### config.mk
export PLATFORM = sky130hd
export DESIGN_NAME = sha3_padder
export DESIGN_NICKNAME = d
export VERILOG_FILES = /design/src/rtl/sha3_padder.sv
export SDC_FILE = /design/constraint.sdc
export NUM_CORES = 1
export LEC_CHECK = 0
export BUFFER_PORTS_ARGS = -buffer_cell sky130_fd_sc_hd__buf_2
export CAP_MARGIN = 0
export CORE_MARGIN = 10
export CORE_UTILIZATION = 40
export DETAILED_ROUTE_END_ITERATION = 16
export SYNTH_ARGS = -nofsm -noshare
export SYNTH_HDL_FRONTEND = slang
export SYNTH_SLANG_ARGS = --single-unit
export TNS_END_PERCENT = 10
### constraint.sdc
create_clock -name clk -period 25.9 [get_ports clk]
set_input_delay 2.59 -clock clk [delete_from_list [all_inputs] [get_ports clk]]
set_output_delay 2.59 -clock clk [all_outputs]
set_load 0.03 [all_outputs]
### src/rtl/sha3_padder.sv
`default_nettype none
// +----------------------------------------------------------------------------+
// | Module   : sha3_padder                                                      |
// | Purpose  : Byte-stream front end for keccak: packs rate blocks, pad10*1     |
// | Revision : 1.0  initial release                                             |
// +----------------------------------------------------------------------------+
module sha3_padder #(
    parameter int D     = 512,
    parameter int R     = 1600 - 2*D,
    parameter int BYTES = R/8
) (
    input  logic         clk,
    input  logic         reset,
    input  logic [7:0]   in_data,
    input  logic         in_valid,
    input  logic         in_keep,
    input  logic         in_last,
    output logic         in_ready,
    output logic [R-1:0] block,
    output logic         block_valid,
    output logic         block_last,
    input  logic         block_ready
);

    localparam logic [1:0] S_FILL = 2'd0;
    localparam logic [1:0] S_PAD  = 2'd1;
    localparam logic [1:0] S_HOLD = 2'd2;

    localparam logic [7:0] c_LAST_IDX = 8'(BYTES - 1);

    logic [1:0]   r_state, w_state_nxt;
    logic [7:0]   r_idx, w_idx_nxt;
    logic [7:0]   r_pad_pos, w_pad_pos_nxt;
    logic         r_pad_pending, w_pad_pending_nxt;
    logic         r_block_last, w_block_last_nxt;
    logic [R-1:0] r_block, w_block_nxt;
    logic         w_accept;

    assign in_ready    = (r_state == S_FILL);
    assign block_valid = (r_state == S_HOLD);
    assign block_last  = r_block_last;
    assign block       = r_block;
    assign w_accept    = in_ready && in_valid;

    always_ff @(posedge clk or posedge reset) begin
        if (reset) begin
            r_state       <= S_FILL;
            r_idx         <= '0;
            r_pad_pos     <= '0;
            r_pad_pending <= 1'b0;
            r_block_last  <= 1'b0;
        end else begin
            r_state       <= w_state_nxt;
            r_idx         <= w_idx_nxt;
            r_pad_pos     <= w_pad_pos_nxt;
            r_pad_pending <= w_pad_pending_nxt;
            r_block_last  <= w_block_last_nxt;
        end
    end

    always_comb begin
        w_state_nxt       = r_state;
        w_idx_nxt         = r_idx;
        w_pad_pos_nxt     = r_pad_pos;
        w_pad_pending_nxt = r_pad_pending;
        w_block_last_nxt  = r_block_last;
        case (r_state)
            S_FILL: begin
                if (w_accept) begin
                    if (!in_last) begin
                        if (r_idx == c_LAST_IDX) begin
                            w_state_nxt      = S_HOLD;
                            w_block_last_nxt = 1'b0;
                        end else begin
                            w_idx_nxt = r_idx + 8'd1;
                        end
                    end else if (in_keep) begin
                        // A message that exactly fills the block needs a whole extra pad block.
                        if (r_idx == c_LAST_IDX) begin
                            w_state_nxt       = S_HOLD;
                            w_block_last_nxt  = 1'b0;
                            w_pad_pending_nxt = 1'b1;
                        end else begin
                            w_pad_pos_nxt = r_idx + 8'd1;
                            w_state_nxt   = S_PAD;
                        end
                    end else begin
                        w_pad_pos_nxt = r_idx;
                        w_state_nxt   = S_PAD;
                    end
                end
            end
            S_PAD: begin
                w_state_nxt       = S_HOLD;
                w_block_last_nxt  = 1'b1;
                w_pad_pending_nxt = 1'b0;
            end
            S_HOLD: begin
                if (block_ready) begin
                    if (r_pad_pending) begin
                        w_pad_pos_nxt = '0;
                        w_state_nxt   = S_PAD;
                    end else begin
                        w_idx_nxt   = '0;
                        w_state_nxt = S_FILL;
                    end
                end
            end
            default: begin
                w_state_nxt = S_FILL;
                w_idx_nxt   = '0;
            end
        endcase
    end

    // Byte i occupies bits [R-1-8i -: 8]; padding rewrites everything from pad_pos upward.
    always_comb begin
        w_block_nxt = r_block;
        if (w_accept && in_keep) begin
            for (int i = 0; i < BYTES; i++) begin
                if (i[7:0] == r_idx) begin
                    w_block_nxt[R-1-8*i -: 8] = in_data;
                end
            end
        end else if (r_state == S_PAD) begin
            for (int i = 0; i < BYTES; i++) begin
                if (i[7:0] == r_pad_pos) begin
                    w_block_nxt[R-1-8*i -: 8] = 8'h06;
                end else if (i[7:0] > r_pad_pos) begin
                    w_block_nxt[R-1-8*i -: 8] = 8'h00;
                end
            end
            w_block_nxt[7] = 1'b1;
        end
    end

    always_ff @(posedge clk or posedge reset) begin
        if (reset) begin
            r_block <= '0;
        end else begin
            r_block <= w_block_nxt;
        end
    end

endmodule
`default_nettype wire
Yosys cells after proc, flatten, opt, wreduce, memory -nomap -nowiden
Index checks and enable logic that the tools add are counted.
W data, S select, Z words.

operators by class
  equality and inequality tests = 229
  bitwise operators = 1
  reduce and logical (&&, ||, !) cells = 158
  $lt $le $gt $ge = 72
  mux-type cells = 248
  $add $sub $neg = 1

operators with widths
  kind                  number
  $mux W8               224
  $mux W576             2
  $eq A6 B8 Y1 const A  64
  $eq A5 B8 Y1 const A  32
  $gt A6 B8 Y1 const A  32
  $reduce_and A3 Y1     74
  $reduce_bool A3 Y1    72
  $ne A2 B1 Y1 const B  76
  $eq A4 B8 Y1 const A  16
  $eq A7 B8 Y1 const A  16
  $gt A5 B8 Y1 const A  16
  $eq A3 B8 Y1 const A  8
  $gt A4 B8 Y1 const A  8
  $gt A7 B8 Y1 const A  8
  $eq A2 B8 Y1 const A  4
  $gt A3 B8 Y1 const A  4
  $pmux W8 S3           1
  $eq A1 B8 Y1 const A  2
  $gt A1 B8 Y1 const A  2
  $gt A2 B8 Y1 const A  2
  $logic_not A8 Y1      2
  $pmux W8 S2           1
  $mux W7               2
  $mux W2               6
  17 further kinds      35

storage, ports and cells
  logic and storage cells = 787
  bits in registers = 596
  input port bits = 14
  output and inout port bits = 579

Longest topological paths before layout
  word-level depth = 6
  depth in mapped cells = 8
  mapped depth without buffers = 6

Worst setup path after synthesis
No wires, ideal clock.

  path kind = input port to flip-flop
  from = in in_keep
  to = reg r_block[552], in the netlist block[552]
  data arrival time = 4,091 ps
  slack = 21,684 ps
  stages on the path = 7
  setup time = 125 ps
  cell sequence = and4bb_1 -> buf_4 -> buf_4 -> buf_4 -> nand4_1 -> a21oi_2 -> mux2_2

between the ends
  cells in the longest elaborated chain, start to end = 3

RTL lines
  element                                                      line  source
  start: declaration                                           16    input logic in_keep,
  $logic_and A1 B1 Y1 *                                        119   if (w_accept && in_keep) begin
  $ne A2 B1 Y1 (no source line), or another cell as far along  --
  $reduce_and A3 Y1 (no source line)                           --
  end signal: assignment                                       141   r_block <= w_block_nxt;
  end: declaration                                             36    logic [R-1:0] r_block, w_block_nxt;

Mark *: on every way between the ends. The rest lies on a longest branch, timed or not.
A chain may end at the register's enable or synchronous reset.

Worst setup path in the final report
  from = in in_keep
  to = reg r_block[209], in the netlist block[209]

Same word-level chain as after synthesis.

==> metrics.cfg <==
[floorplan]
dieArea_um2 = 75200
num_io_pins = 593
rows = 93
die_h_um = 274
initial_core_util_pct = 40.3
chipWidth_um = 274
core_um2 = 64200

[power]
seqPwrFrac_pct = 32.8
clkPwrFrac_pct = 21.8
internal_power_mw = 2.46
switchingPower_mw = 2.06
sw_frac_of_total_pct = 45.5
combPwrFrac_pct = 45.4
ir_worst_vdd_uv = 93.1
power_density_nw_per_um2 = 142
leakage_nw = 16.7

[logic_synthesis]
yosysUniqueCellTypes = 81
syn_area_um2 = 25900
synth_edf_count = 0
synthFlopType = dfrtp_1
async_flop_share_pct = 100
avgSynthCellArea_um2 = 13.4
synth-seq-cells = 596
yosys_warnings = 0
synth_cells = 1929
synth_nets = 1947
synth_seq_area_share_pct = 57.7

[min_path]
hold_class = flop to flop
holdCritStartpoint = block_last
holdPathStages = 1
holdPathEnd = block_last

[clock_tree]
clkTransAtPathRegs_ps = 60
cts_buffers = 67
cts_tree = done
post_cts_resized = 0
cts.hold.buffers_added = 0
insertion_delay_ps = 630
cts.sinks = 596
postCtsSetupBuffers = 0
cts_root_buf = clkbuf_16
clockBufferDepth = 3
htreeDepth = 3

[critical_path]
crit_fanout = 60
crit_family = simple AND/OR/NAND/NOR gates
regToRegSetupSlack_ps = 22130
worstPathRequired_ps = 26390
cp_cell_sequence = buf_2, and4bb_4, buf_4, nor2_2, a21oi_2, mux2_2
critPathCaptureType = flop
worstPathArrival_ps = 5660
reg2reg_to = block[209]
worst-path-buf-inv = 2
crit_slowest_cell = a21oi_2
crit_type = primary input to flop
reg2reg_from = r_state[1]
start_kind = primary input
reg2reg_depth = 5
critPathMaxStageDelay_ps = 740

[routing]
postRouteAntennaNets = 0
drt_pass1_iterations = 6
drt-initial-drc-count = 1570
drt_wl_total_um = 105000
wl_per_cell_um = 31.3
dr_total_vias = 19351
via_per_inst = 5.74
drcViolationCount = 0

[timing]
timing.fmax_mhz = 193
final_max_slew_viol_count = 0
hold_viol = 0
timing.hold.ws_ps = 483
slew_headroom_pct = 12.2
setup_viol = 0
setup-tns-final_ps = 0
layout_min_cycle_time_ps = 5170
period_share_pct = 20.0
max_slew.worst_pin.slew_ps = 1310
clock_skew_ps = 29.5
grt_setup_unrepaired = false

[finish]
utilization_pct = 49.4
final_cell_mix = dfrtp_1, buf_2, mux2_2, o21ai_0, nand2_1
area_delta_synth_final_pct = 22.8
final_net_count = 2481
drive_gt1_share_pct = 53.2
final_common_cell = dfrtp_1
final_cell_area_um2 = 31800

[grt]
grt_pass1_vias = 20138
grt_max_degree = 193
antenna_found_initial = 2
gr-total-overflow = 0
grt_first_pass_wirelength_um = 151000
grt_usage_pct = 27.5

[placement]
dpl_cell_area_um2 = 29500
dp_hpwl_um = 74700
port_buffers = 592
place_congestion = 0.911

[run_status]
status = complete, no violations

[run]
cap_violations = 0

==> flip-flops by register name, summed over array words and instances (netlist names) <==
signal,count
block,576
block_last,1
r_idx,8
r_pad_pending,1
r_pad_pos,8
r_state,2
==> metrics by stage <==
step	setup WS, ps	std cells	total power [mW]
2_1_floorplan	6630	1929	2.76
3_3_place_gp	20240	3248	3.52
3_5_place_dp	20190	3249	3.55
4_1_cts	20840	3369	4.54
5_1_grt	20700	3370	4.70
6_report	20730	3371	4.52
==> layout make-up <==
class / count / area (um2)
Sequential cell: 596 / 14900
Antenna cell: 2 / 5.00
Timing Repair Buffer: 620 / 3180
Clock inverter: 24 / 339
Inverter: 10 / 45.0
Clock buffer: 96 / 1950
Fill cell: 5776 / 32500
Multi-Input combinational cell: 1168 / 10300
Tap cell: 855 / 1070
==> cell usage after synthesis, types with 5 or more instances <==
library cell	count	area, um2
a21oi_1	19	95.1
clkbuf_1	94	353
and3b_1	8	70.1
and2_1	13	81.3
a21o_1	6	45.0
nand3b_1	6	45.0
buf_2	45	225
inv_1	10	37.5
nor3_1	6	30.0
buf_4	9	67.6
a22oi_2	10	125
nand4_1	33	206
nor4b_2	5	75.1
nor2_1	21	78.8
mux2_2	505	5690
nor4_1	5	31.3
nand2_1	86	323
a31oi_1	36	225
dfrtp_1	596	14900
nor4b_1	5	43.8
o21ai_2	7	61.3
o21ai_1	8	40.0
a21oi_2	27	236
nor2b_1	11	68.8
a22o_1	74	648
nand3_1	44	220
o21ai_0	123	616
and3_1	6	37.5
==> how the worst max path moves through the flow <==
stage	depth (start not counted)	endpoint	start
floorplan	1	block[0]	reset
global placement	6	block[87]	in_keep
detailed placement	6	block[85]	in_keep
CTS	6	block[85]	in_keep
global route	6	block[141]	in_keep
finish	6	block[209]	in_keep
==> layer usage <==
| layer | share of wire, % | wire length [um] | track usage, % |
|---|---|---|---|
| met1 | 39 | 41000 | 33.2 |
| met2 | 48 | 50700 | 45.0 |
| met3 | 9.0 | 9540 | 9.04 |
| met4 | 3.9 | 4150 | 10.5 |
| met5 | 0 | 0 | 0 |
==> cells by family after synthesis <==
| group | share of synthesized area, % |
|---|---|
| flip-flops | 57.7 |
| multiplexers | 22.2 |
| AO/OA/AOI/OAI | 9.99 |
| AND/OR/NAND/NOR | 6.87 |
| buffers and inverters | 2.86 |
| XOR/XNOR | 0.237 |
| adder cells (fa/ha/maj) | 0.193 |
==> power groups by stage <==
stage | sequential [mW] | combinational, mW | clock [mW]
after floorplan | 2.11 | 0.658 | 0
after global placement | 1.47 | 2.05 | 0
after detailed placement | 1.48 | 2.07 | 0
after CTS | 1.48 | 2.07 | 0.997
after global routing | 1.52 | 2.14 | 1.04
final | 1.48 | 2.05 | 0.983
Note: power is estimated with default switching activity, not from simulation.
